<file path="src/rtl/timer_alarm.sv">
// rtl/timer_alarm.sv - absolute-target alarm with optional periodic reload against a free-running timebase
module timer_alarm #(
    parameter int TW = 32,
    parameter int CW = 16
) (
    input  logic          i_clk,
    input  logic          i_rst,
    input  logic [TW-1:0] i_timer,
    input  logic          i_timer_rst,
    input  logic          i_cfg_valid,
    output logic          o_cfg_ready,
    input  logic [TW-1:0] i_cfg_target,
    input  logic [TW-1:0] i_cfg_period,
    input  logic          i_cancel,
    output logic          o_armed,
    output logic          o_fire,
    output logic          o_late,
    output logic [CW-1:0] o_fire_count
);

    typedef enum logic {
        IDLE  = 1'b0,
        ARMED = 1'b1
    } state_t;

    state_t        state_q;
    logic [TW-1:0] target_q;
    logic [TW-1:0] period_q;
    logic          fire_q;
    logic          late_q;
    logic [CW-1:0] count_q;

    logic [TW-1:0] diff;
    logic          match;
    logic [CW-1:0] count_d;
    logic [TW-1:0] target_d;

    // Wrap-safe compare: the target counts as reached while the timer sits in
    // the half of the range at or after it.
    assign diff     = i_timer - target_q;
    assign match    = ~diff[TW-1];
    assign count_d  = (count_q == {CW{1'b1}}) ? count_q : count_q + CW'(1);
    assign target_d = target_q + period_q;

    always_ff @(posedge i_clk) begin
        if (i_rst) begin
            state_q  <= IDLE;
            target_q <= '0;
            period_q <= '0;
            fire_q   <= 1'b0;
            late_q   <= 1'b0;
            count_q  <= '0;
        end else begin
            fire_q <= 1'b0;
            late_q <= 1'b0;
            case (state_q)
                IDLE: begin
                    if (i_cfg_valid) begin
                        target_q <= i_cfg_target;
                        period_q <= i_cfg_period;
                        count_q  <= '0;
                        state_q  <= ARMED;
                    end
                end
                ARMED: begin
                    if (i_timer_rst || i_cancel) begin
                        state_q <= IDLE;
                    end else if (match) begin
                        fire_q  <= 1'b1;
                        late_q  <= (diff != '0);
                        count_q <= count_d;
                        if (period_q != '0) begin
                            target_q <= target_d;
                        end else begin
                            state_q <= IDLE;
                        end
                    end
                end
                default: state_q <= IDLE;
            endcase
        end
    end

    assign o_armed      = (state_q == ARMED);
    assign o_cfg_ready  = (state_q == IDLE);
    assign o_fire       = fire_q;
    assign o_late       = late_q;
    assign o_fire_count = count_q;

endmodule

</file>
<file path="config.mk">
export PLATFORM = sky130hd
export DESIGN_NAME = timer_alarm
export DESIGN_NICKNAME = d
export VERILOG_FILES = /design/src/rtl/timer_alarm.sv
export SDC_FILE = /design/constraint.sdc
export NUM_CORES = 1
export LEC_CHECK = 0
export CAP_MARGIN = 30
export CORE_MARGIN = 5
export CORE_UTILIZATION = 53
export CTS_BUF_LIST = sky130_fd_sc_hd__clkbuf_2 sky130_fd_sc_hd__clkbuf_4 sky130_fd_sc_hd__clkbuf_8
export CTS_CLUSTER_DIAMETER = 120
export DETAILED_ROUTE_END_ITERATION = 6
export DONT_BUFFER_PORTS = 1
export PLACE_DENSITY = 0.67
export SLEW_MARGIN = 15
export SYNTH_ARGS = -nofsm -noshare
export SYNTH_HDL_FRONTEND = slang
export SYNTH_SLANG_ARGS = --single-unit
</file>
<file path="constraint.sdc">
create_clock -name i_clk -period 3.6 [get_ports i_clk]
set_input_delay 0.36 -clock i_clk [delete_from_list [all_inputs] [get_ports i_clk]]
set_output_delay 0.36 -clock i_clk [all_outputs]
set_load 0.05 [all_outputs]
</file>
# Word level (Yosys, flattened, before mapping)

Cells that the tools add are included.

Mux-type cells: 16
Reductions and logical operators: 8
Equal/unequal tests: 6
Bitwise gates (word level): 1
Add/sub/neg operators: 3

Operator list:

| cell                                          | number |
|---|---|
| 2-to-1 mux 32 bit                             | 4 |
| 2-to-1 mux 16 bit                             | 4 |
| case mux 32 bit (2 select lines)              | 1 |
| nonzero test 32 bit                           | 2 |
| adder 32 bit                                  | 1 |
| case mux 16 bit (2 select lines)              | 1 |
| subtractor 32 bit                             | 1 |
| adder 16 x 1 -> 16 bit, second input constant | 1 |
| equality test 16 bit, second input constant   | 1 |
| != test 2 bit, second input constant          | 4 |
| AND reduction 4 bit                           | 2 |
| 2-to-1 mux 1 bit                              | 5 |
| OR reduction 4 bit                            | 1 |
| OR reduction 3 bit                            | 1 |
| != test 2 x 1 -> 1 bit, second input constant | 1 |
| case mux 1 bit (2 select lines)               | 1 |
| AND reduction 2 bit                           | 1 |
| logical OR 1 bit                              | 1 |
| inverter 1 bit                                | 1 |

Register bits after elaboration: 83
Output and inout bits: 20
Word-level logic and storage cells: 40

# Longest topological paths before layout

Gate-level depths: netlist (run 1).

Depth after elaboration: 5
Mapped depth: 14
Gate-level depth less buffers: 13

# Worst setup path before layout (run 1)

No wires, ideal clock.

Path kind: input to register
Start: input port i_timer[24]
End: register count_q[9], in the netlist o_fire_count[9]
Stages: 12
Data arrival time: 2.977 ns
Data required time: 3.509 ns
Setup slack: 0.532 ns
Cell sequence: ha_1 a21o_1 a21o_1 a221oi_2 o21a_2 o211ai_2 and3b_4 or3_1 buf_6 nor3_4 a31oi_1 a311oi_1

Cells in the longest elaborated chain, start to end: 3

Ends and longest elaborated chain:

| what                          | RTL line | RTL |
|---|---|---|
| from (decl)                   | 8        | `input logic [TW-1:0] i_timer,` |
| subtractor 32 bit             | 40       | `assign diff = i_timer - target_q;` |
| != test 2 bit (no line)       | -        |  |
| AND reduction 4 bit (no line) | -        |  |
| to (signal assigned)          | 71       | `count_q <= count_d;` |
| to (decl)                     | 31       | `logic [CW-1:0] count_q;` |

Every way passes these cells.
A chain may end at the register's enable or synchronous reset.

# Worst setup path after layout (run 1)

Start: register target_q[24]
End: register count_q[8], in the netlist o_fire_count[8]

Cells in the longest elaborated chain, start to end: 3

Ends and longest elaborated chain:

| what                          | RTL line | RTL |
|---|---|---|
| from (decl)                   | 27       | `logic [TW-1:0] target_q;` |
| from (signal assigned)        | 59       | `target_q <= i_cfg_target;` |
| from (signal assigned)        | 73       | `target_q <= target_d;` |
| subtractor 32 bit             | 40       |  |
| != test 2 bit (no line)       | -        |  |
| AND reduction 4 bit (no line) | -        |  |

Every way passes these cells.

==> results by group, run 1 <==
Power
  • Clock network power share: 0.272
  • Pleak: 3.05 nW
  • Sw frac: 0.364
  • VDD IR max: 0.189 mV
  • Int Power: 1.80 mW
  • Flop pwr share: 0.367
  • Psw: 1.03 mW
  • Comb power frac: 0.361
  • Power Dens Cells: 368 nW/um2

Setup path
  • Crit path cell chain: inv_1 -> ha_1 -> a21o_1 -> a21o_1 -> a221oi_2 -> o21a_2 -> o211ai_2 -> and3b_4 -> or3_4 -> buf_4 -> nor2_4 -> nand2_1 -> o41ai_1
  • Critical path's slowest cell: or3_4
  • Critical path's top delay family: compound AO/OA/AOI/OAI gates
  • Slowest Stage Delay on Critical Path: 420 ps
  • Crit path buffers/inverters: 2
  • Worst setup path category: reg -> reg
  • CP dominant cell by count: a21o_1
  • Kind of start point of the critical path: register
  • Crit. End Element: register
  • CP arrival: 3650 ps
  • Crit Path Max Fanout: 9
  • Required time of the critical path: 3860 ps

Placement
  • HPWL after DPL: 16300 um
  • GPL Wtd Cong: 0.931
  • Number of buffers added on ports: 0
  • Placed Cells: 1140
  • Placed cell areas: 7430 um2
  • Post-Place Setup Slack: 83.6 ps

Clock network
  • CTS tree: yes
  • CTS buffer count: 9
  • Cts hold-fix bufs: 0
  • Clk buf depth: 2
  • Clock latency at the later pin of the worst-skew pair: 360 ps
  • Root buf cell: clkbuf_8
  • Clk sink count: 83
  • H-tree depth: 3
  • Clock transition at the registers of the reported paths: 90 ps

Layout
  • Commonest non-fill, non-tap cells in the layout: a21oi_1, nand2_1, nor2_1
  • Core Util, Final: 0.580
  • Area occupied by multi-input gates: 5100 um2
  • Most common cell after layout, fill and taps aside: a21oi_1
  • Area delta synth->final: 7.57%
  • Design area: 7680 um2
  • Fillers: 1300
  • FF/Latch Area: 1660 um2
  • Final-stage net count: 1142
  • Diode count: 0
  • Layout cells sized above 1: 0.0765
  • Non-filler instance count after layout: 1156

Routing
  • Routed wire length: 21000 um
  • Drt pass-1 iters: 5
  • Total via count after detailed routing: 7030
  • Routed Antenna Nets: 0
  • 1st-iter DRT viols: 468
  • # DRC: 0
  • Vias/cell: 6.08
  • DR WL/cell: 18.1 um

STA
  • Tcrit/Tclk final: 0.942
  • RSZ-0062 raised after global routing: yes
  • FMAX: 295 MHz
  • Endpoints failing setup: 0
  • Worst Tran Pin Value: 693 ps
  • Hold Vio Cnt, Final: 0
  • Crit path time final: 3390 ps
  • Final Max Tran Viols: 0
  • Final hold slack: 69.8 ps
  • Final worst setup slack: 209 ps
  • Final Skew: 11.7 ps
  • Slew margin rel.: 0.538

Synth
  • Syn Area/Cell: 7.30 um2
  • Synth Net Count: 1145
  • YS warnings: 0
  • Sequential share of the synthesized area: 0.233
  • Mapped cell area: 7140 um2
  • EDFF count, synth: 0
  • Prevailing post-synth register cell: dfxtp_1
  • Fraction of registers with async set/reset: 0
  • Seq cells post-synth: 83
  • Mapped Cells: 979
  • Distinct cells, synth: 74

Run status
  • Status: completed

Die
  • Starting Density: 0.539
  • Core ar.: 13200 um2
  • DIE AREA: 15900 um2
  • Die X: 126 um
  • Die Ht: 126 um
  • Row count: 42
  • IO Count: 121

GRT
  • Overflow after GRT: 0
  • First-pass GRT wire length: 33100 um
  • Pin count of the biggest net entering global routing: 85
  • Vias in the first global route: 6570
  • Gr usage total: 0.253
  • Initial antenna violation count: 0

Min path
  • Min-Delay Path Class: in -> reg

Flow run
  • Max-cap violations: 0
[registers in the layout (all words and copies together), names as in the netlist]
register,count
o_armed,1
o_fire,1
o_fire_count,16
o_late,1
period_q,32
target_q,32
[area by class of cell]
class	instances	area share
inverters	56	0.0274
multi-input cells	792	0.664
flip-flops and latches	83	0.217
well taps	176	0.0287
repair buffers	34	0.0348
clock buffers	10	0.0179
clock inverters	5	0.0111
[per-stage QoR]
step                total power [mW]  TNS (ps)
floorplan                       1.82         0
global placement                2.05         0
detailed placement              2.06         0
CTS                             2.82         0
global route                    3.01     -10.5
finish                          2.83         0
[final timing paths]
check,cells past startpoint,end,start,slack [ps]
setup / recovery,13,o_fire_count[8],target_q[24],210
hold / removal,1,o_fire_count[7],i_rst,70
hold reg to reg,2,period_q[5],period_q[5],480
setup reg to reg,13,o_fire_count[8],target_q[24],210
[synthesized netlist by cell type (all sizes together) (6+ instances only)]
master / instances / share of area
nand3: 14 / 0.0098
o21bai: 9 / 0.0095
xnor2: 23 / 0.028
nand2b: 14 / 0.012
mux2i: 17 / 0.024
o21ai: 49 / 0.034
nor4: 13 / 0.011
a31oi: 12 / 0.011
nor2b: 11 / 0.0096
nor2: 87 / 0.047
and3: 14 / 0.012
ha: 63 / 0.11
xor2: 10 / 0.012
a21oi: 128 / 0.091
or3: 7 / 0.0061
nand2: 123 / 0.065
o311ai: 6 / 0.0074
inv: 56 / 0.029
clkbuf: 40 / 0.021
nor3: 21 / 0.016
buf: 8 / 0.0061
o211ai: 13 / 0.014
dfxtp: 83 / 0.23
nand4: 19 / 0.017
a21o: 21 / 0.022
a311oi: 15 / 0.018
a211oi: 26 / 0.027
[cells by family (layout without fill, tap and decap cells)]
group | after synthesis | after routing | share of synthesized area
AO/OA/AOI/OAI | 331 | 331 | 0.300
XOR/XNOR | 33 | 33 | 0.0405
adder cells (fa/ha/maj) | 65 | 65 | 0.116
buffers and inverters | 104 | 105 | 0.0566
flip-flops | 83 | 83 | 0.233
multiplexers | 18 | 18 | 0.0254
AND/OR/NAND/NOR | 345 | 345 | 0.229
[routing by layer]
metal / track usage / share of wire / wire length [um]
met3: 0.0639 / 0.070 / 1470
met1: 0.335 / 0.45 / 9400
met5: 0 / 0 / 0
met4: 0.0675 / 0.017 / 352
met2: 0.411 / 0.46 / 9730
[power by group through the flow]
stage / Sequential [mW] / Clock [mW] / Combinational (mW)
6_report: 1.04 / 0.770 / 1.02
5_1_grt: 1.04 / 0.828 / 1.14
4_1_cts: 1.04 / 0.776 / 1.00
3_5_place_dp: 1.06 / 0 / 0.999
3_3_place_gp: 1.06 / 0 / 0.994
2_1_floorplan: 1.04 / 0 / 0.789
[timing repair]
action | in CTS | in global routing
setup buffers | 0 | 1
setup endpoints to repair | 0 | 22
gates resized for setup | 0 | 5
[worst reg2reg max path: cells and delay by family (launching register included)]
kind | cells | cell delay (ps)
buffers and inverters | 2 | 260
DFF | 1 | 360
and+or+nand+nor | 4 | 980
adders and majority gates | 1 | 370
AOI/OAI and AO/OA | 6 | 1320
Power figures use the tool's default switching activity.
==> run 2, diff against run 1 <==
--- a/config.mk
+++ b/config.mk
@@ -5,6 +5,7 @@
 export SDC_FILE = /design/constraint.sdc
 export NUM_CORES = 1
 export LEC_CHECK = 0
+export ABC_AREA = 1
 export CAP_MARGIN = 30
 export CORE_MARGIN = 5
 export CORE_UTILIZATION = 53
==> run 2 against run 1 <==
  * First-iteration DRC count grew 16%
  * Via count increased by 24%
  * Flip-flop and latch count did not move
  * Combinational power up 36%
  * Register-to-register slack improved by 500 ps
  * Worst setup slack improved by 500 ps
  * Utilization down 1.9 points
  * Critical endpoint is now target_q[24]
  * Largest power group is now combinational cells
  * Highest routed layer unchanged
==> results by group, run 2 <==
GRT
  • Initial antenna violation count: 0
  • Gr usage total: 0.271
  • Vias in the first global route: 7931
  • First-pass GRT wire length: 39500 um
  • Pin count of the biggest net entering global routing: 43
  • Overflow after GRT: 0

Die
  • IO Count: 121
  • Die Ht: 136 um
  • Die X: 136 um
  • Starting Density: 0.534
  • Core ar.: 15700 um2
  • Row count: 46
  • DIE AREA: 18400 um2

Flow run
  • Max-cap violations: 0

Layout
  • Layout cells sized above 1: 0.0456
  • Diode count: 0
  • Commonest non-fill, non-tap cells in the layout: nand2_1, nor2_1, inv_1
  • Fillers: 1789
  • Most common cell after layout, fill and taps aside: nand2_1
  • Area delta synth->final: 5.07%
  • Final-stage net count: 1652

Synth
  • Largest family of logic cells by synthesized area: simple AND/OR/NAND/NOR gates
  • Synth area leaders: nand2_1, dfxtp_1, nor2_1
  • Mapped cell area: 8360 um2
  • Syn Area/Cell: 5.59 um2
  • Simple-Gate Fraction of Synth Area: 0.426
  • Cell taking the most area after synthesis: nand2_1
  • Prevailing post-synth register cell: dfxtp_1
  • Post-synthesis xor/xnor area fraction: 0.0189
  • Synth Net Count: 1661
  • EDFF count, synth: 0
  • Post-synthesis mux area share: 0.00239
  • Seq cells post-synth: 83
  • Mapped Cells: 1495
  • Post-Synth Adder-Cell Area: 0.0990
  • Synth Area in Compound Gates: 0.125
  • Fraction of registers with async set/reset: 0
  • Area share of the largest cell type after synthesis: 0.208
  • Synth cell count leaders: nand2_1, nor2_1, inv_1
  • YS warnings: 0
  • Distinct cells, synth: 45
  • Sequential share of the synthesized area: 0.199
  • Top-count cell post-synth: nand2_1

Clock network
  • H-tree depth: 3
  • Root buf cell: clkbuf_8
  • Cts hold-fix bufs: 0
  • Clock transition at the registers of the reported paths: 80 ps
  • Clk sink count: 83
  • Clk buf depth: 2
  • CTS buffer count: 9
  • Postcts setup bufs: 0
  • PostCTS Resize Cnt: 0
  • Clock latency at the later pin of the worst-skew pair: 370 ps
  • CTS tree: yes

Setup path
  • Crit. End Element: register
  • Critical path's slowest cell: dfxtp_1
  • Reg2Reg Depth: 17
  • Crit path buffers/inverters: 3
  • Critical path's top delay family: simple AND/OR/NAND/NOR gates
  • Slowest Stage Delay on Critical Path: 430 ps
  • Setup slack, reg-to-reg: 710 ps
  • Crit path cell chain: inv_1 -> ha_1 -> nand2_1 -> nor2_2 -> inv_1 -> nor3_2 -> and2_1 -> nand2_2 -> nand2_1 -> nand2_1 -> nand2_2 -> nand2_2 -> nand2_4 -> nand2_4 -> inv_4 -> nand2_1 -> a21oi_1
  • Worst setup path category: reg -> reg
  • Reg2reg end: target_q[24]
  • Crit Path Max Fanout: 34
  • RR Startpoint: target_q[24]
  • Levels on crit path: 17
  • Kind of start point of the critical path: register
  • CP dominant cell by count: nand2_1
  • Required time of the critical path: 3900 ps
  • CP arrival: 3190 ps

STA
  • Worst Tran Pin Value: 743 ps
  • Slew margin rel.: 0.500
  • Final Max Tran Viols: 0
  • RSZ-0062 raised after global routing: no
  • Endpoints failing setup: 0
  • FMAX: 346 MHz
  • Final worst setup slack: 710 ps
  • Final Skew: 12.8 ps
  • Crit path time final: 2890 ps
  • Tcrit/Tclk final: 0.803
  • Hold Vio Cnt, Final: 0
  • Sum Neg Setup Slack: 0 ps

Min path
  • Hold Crit Start: i_rst
  • Min-Delay Path Class: in -> reg
  • Hold Crit Endpoint: o_armed
  • WHS Path Cells: 1

Routing
  • Drt pass-1 iters: 5
  • Routed wire length: 25300 um
  • Total via count after detailed routing: 8746
  • DR WL/cell: 14.8 um
  • # DRC: 0
  • Vias/cell: 5.12
  • Routed Antenna Nets: 0
  • 1st-iter DRT viols: 543

Run status
  • Status: completed

Power
  • VDD IR max: 0.304 mV
  • Pleak: 4.68 nW
  • Power Dens Cells: 374 nW/um2

Placement
  • HPWL after DPL: 21200 um
  • GPL Wtd Cong: 0.946
  • Number of buffers added on ports: 0
  • Post-Place Setup Slack: 756 ps
-- run 2: cell count changes after synthesis, sizes merged, moves of 26 or more --
cell,change
a21oi,-42
inv,+177
nand2,+355
o21ai,+45
a211oi,-26
nand3,+63
nor2,+155
-- run 2: per-stage QoR --
| step | power (mW) | util | cell area [um2] | instances | hold slack [ps] |
|---|---|---|---|---|---|
| global route | 3.55 | 0.561 | 8790 | 1707 | 23.2 |
| finish | 3.29 | 0.561 | 8790 | 1707 | 37.6 |
| floorplan | 2.23 | - | 8360 | 1495 | 440 |
| detailed placement | 2.54 | 0.546 | 8540 | 1690 | 427 |
| global placement | 2.53 | 0.544 | 8510 | 1689 | 424 |
| CTS | 3.29 | 0.560 | 8760 | 1706 | 22.0 |
-- run 2: layer usage --
metal	vias to the layer above	global-route usage	wire length, um
li1	4684	-	-
met1	3808	0.354	11300
met2	219	0.458	11800
met3	35	0.0375	1440
met4	0	0.0935	708
met5	-	0	0
-- run 2: worst max path at each step --
| stage | end | from |
|---|---|---|
| after floorplan | o_fire_count[11] | o_fire_count[1] |
| after global placement | target_q[13] | target_q[24] |
| after detailed placement | target_q[24] | target_q[24] |
| after CTS | target_q[24] | target_q[24] |
| after global routing | target_q[24] | target_q[24] |
| final | target_q[24] | target_q[24] |
-- run 2: where the power goes --
part           switching (mW)  internal [mW]
clock                   0.351          0.399
sequential              0.137           1.01
combinational           0.917          0.477
total                    1.41           1.88
-- run 2: logic make-up (layout without fill, tap and decap cells) --
family,Yosys count,count (layout)
mux,2,2
fa+ha+maj,65,65
buf+inv,268,264
flops,83,83
simple gates,862,862
compound gates,197,197
xor+xnor,18,18
-- run 2: area by class of cell --
| class | count | area [um2] | share of cell area |
|---|---|---|---|
| clock buffers | 10 | 131 | 0.0150 |
| clock inverters | 6 | 88.8 | 0.0101 |
| inverters | 234 | 881 | 0.100 |
| multi-input cells | 1144 | 5610 | 0.638 |
| flip-flops and latches | 83 | 1660 | 0.189 |
| well taps | 216 | 270 | 0.0308 |
| repair buffers | 14 | 143 | 0.0162 |
==> run 3, diff against run 2 <==
--- a/config.mk
+++ b/config.mk
@@ -5,7 +5,7 @@
 export SDC_FILE = /design/constraint.sdc
 export NUM_CORES = 1
 export LEC_CHECK = 0
-export ABC_AREA = 1
+export ABC_AREA = 0
 export CAP_MARGIN = 30
 export CORE_MARGIN = 5
 export CORE_UTILIZATION = 53
==> constraint.sdc (replaced) <==
create_clock -name i_clk -period 2.9 [get_ports i_clk]
set_input_delay 0.29 -clock i_clk [delete_from_list [all_inputs] [get_ports i_clk]]
set_output_delay 0.29 -clock i_clk [all_outputs]
set_load 0.05 [all_outputs]
==> run 3 against run 2 <==
  * The run now ends with hold timing, setup timing left
  * Critical path depth fell by 1
  * First-iteration DRC count rose by 9.9%
  * Critical endpoint is now target_q[30]
  * Clock power increased by 9.7%
  * Largest cell class unchanged
  * Sequential share of layout area down 2.4 points
  * Highest routed layer unchanged
  * Flip-flop and latch count stayed put
  * Hold slack got worse by 38 ps
  * Fmax is 5.4% lower
  * Clock skew is essentially flat
  * Clock-buffer cell count unchanged
  * Combinational power rose by 42%
  * Critical path type unchanged
  * Non-clock buffer count up 215
  * Total power grew 24%
==> results by group, run 3 (synthesis gave the netlist of run 1 again) <==
Placement
  • Number of buffers added on ports: 0
  • GPL Wtd Cong: 0.930
  • HPWL after DPL: 17600 um
  • Post-Place Setup Slack: -252 ps
  • Placed cell areas: 8540 um2

Die
  • Starting Density: 0.539
  • Die Ht: 126 um
  • Core ar.: 13200 um2
  • Die X: 126 um
  • DIE AREA: 15900 um2
  • IO Count: 121
  • Row count: 42

STA
  • Tcrit/Tclk final: 1.05
  • Final hold slack: -0.392 ps
  • Hold Vio Cnt, Final: 1
  • FMAX: 327 MHz
  • Final Max Tran Viols: 0
  • Worst Tran Pin Value: 709 ps
  • Final worst setup slack: -154 ps
  • Crit path time final: 3050 ps
  • Endpoints failing setup: 41
  • Slew margin rel.: 0.527
  • Final Skew: 12.7 ps
  • Sum Neg Setup Slack: -2420 ps
  • RSZ-0062 raised after global routing: yes

GRT
  • Vias in the first global route: 7764
  • Gr usage total: 0.290
  • Pin count of the biggest net entering global routing: 85
  • Overflow after GRT: 0
  • Grt met2 use: 0.485
  • Initial antenna violation count: 0
  • First-pass GRT wire length: 38200 um
  • Met1 usage: 0.372
  • Grt peak-use layer: met2
  • Met3 GRT Util: 0.0686

Setup path
  • Crit path cell chain: inv_1 -> ha_1 -> nand2_1 -> o21ai_2 -> nand2_1 -> o21a_2 -> o211ai_4 -> buf_6 -> a21boi_4 -> buf_6 -> o41ai_4 -> buf_4 -> clkbuf_16 -> buf_6 -> nor2_2 -> a311oi_1
  • Required time of the critical path: 3190 ps
  • Crit Path Max Fanout: 4
  • Critical path's top delay family: compound AO/OA/AOI/OAI gates
  • CP dominant cell by count: buf_6
  • Crit path buffers/inverters: 6
  • Slowest Stage Delay on Critical Path: 400 ps
  • Worst setup path category: reg -> reg
  • Critical path's slowest cell: o41ai_4
  • Kind of start point of the critical path: register
  • Crit. End Element: register
  • CP arrival: 3350 ps

Layout
  • Core Util, Final: 0.770
  • Commonest non-fill, non-tap cells in the layout: buf_4, nand2_1, a21oi_1
  • FF/Latch Area: 1690 um2
  • Design area: 10200 um2
  • Area occupied by multi-input gates: 5860 um2
  • Fillers: 1019
  • Area delta synth->final: 42.7%
  • Layout cells sized above 1: 0.319
  • Final-stage net count: 1337
  • Diode count: 0
  • Most common cell after layout, fill and taps aside: buf_4

Routing
  • Routed wire length: 24700 um
  • Routed Antenna Nets: 0
  • Total via count after detailed routing: 8143
  • DR WL/cell: 18.3 um
  • # DRC: 0
  • Drt pass-1 iters: 7
  • 1st-iter DRT viols: 597
  • Vias/cell: 6.02

Run status
  • Failing checks: hold timing, setup timing
  • Status: finished with violations

Clock network
  • Clk sink count: 83
  • CTS buffer count: 9
  • Clock latency at the later pin of the worst-skew pair: 380 ps
  • CTS tree: yes
  • Root buf cell: clkbuf_8
  • Clock transition at the registers of the reported paths: 100 ps
  • H-tree depth: 3
  • Clk buf depth: 2

Min path
  • Min-Delay Path Class: in -> reg

Flow run
  • Max-cap violations: 0

Power
  • Power Dens Cells: 400 nW/um2
  • VDD IR max: 0.291 mV
  • Pleak: 4.24 nW
[run 3: cell count changes in the layout (fill, tap and decap cells not counted), moves of 60 or more]
cell     previous run  this run
nor2_1            239        75
o21ai_0            88        28
buf_4              12       167
nand2_1           463       118
inv_1             228        44
nand3_1            77        14
[run 3: timing repair]
item | in CTS | in global routing
setup buffers | 13 | 20
endpoints found under the hold margin | 79 | 47
hold buffers | 32 | 1
resized for setup | 88 | 107
gates cloned | 1 | 2
endpoints found under the setup margin | 48 | 49
pin swaps | 46 | 67
[run 3: per-layer routing]
layer	routed length, um	vias up
li1	-	3970
met4	608	0
met5	0	-
met3	1920	50
met2	11700	289
met1	10500	3834
[run 3: area by class of cell]
class	instances	area share
Timing Repair Buffer	229	0.198
Inverter	56	0.0214
Multi-Input combinational cell	792	0.575
Tap cell	176	0.0216
Sequential cell	83	0.165
Clock buffer	10	0.0135
Clock inverter	6	0.00466
[run 3: per-stage QoR]
stage,std cells,power [mW],hold slack [ps]
floorplan,979,2.29,426
finish,1352,4.07,-0.392
detailed placement,1269,2.83,367
global route,1352,4.29,3.94
CTS,1331,3.83,-44.1
global placement,1269,2.81,365
[run 3: path summary, 6_finish.rpt]
| kind | from | to | slack (ps) | cells after the start |
|---|---|---|---|---|
| min | i_rst | o_fire_count[14] | -0.4 | 1 |
| min reg2reg | target_q[31] | target_q[31] | 510 | 2 |
| max | target_q[18] | target_q[30] | -150 | 16 |
| max reg2reg | target_q[18] | target_q[30] | -150 | 16 |
[run 3: power breakdown]
group / internal [mW] / switching (mW) / leakage (nW)
Sequential: 1.21 / 0.0665 / 0.687
Combinational: 0.948 / 1.02 / 3.46
Clock: 0.342 / 0.482 / 0.0933
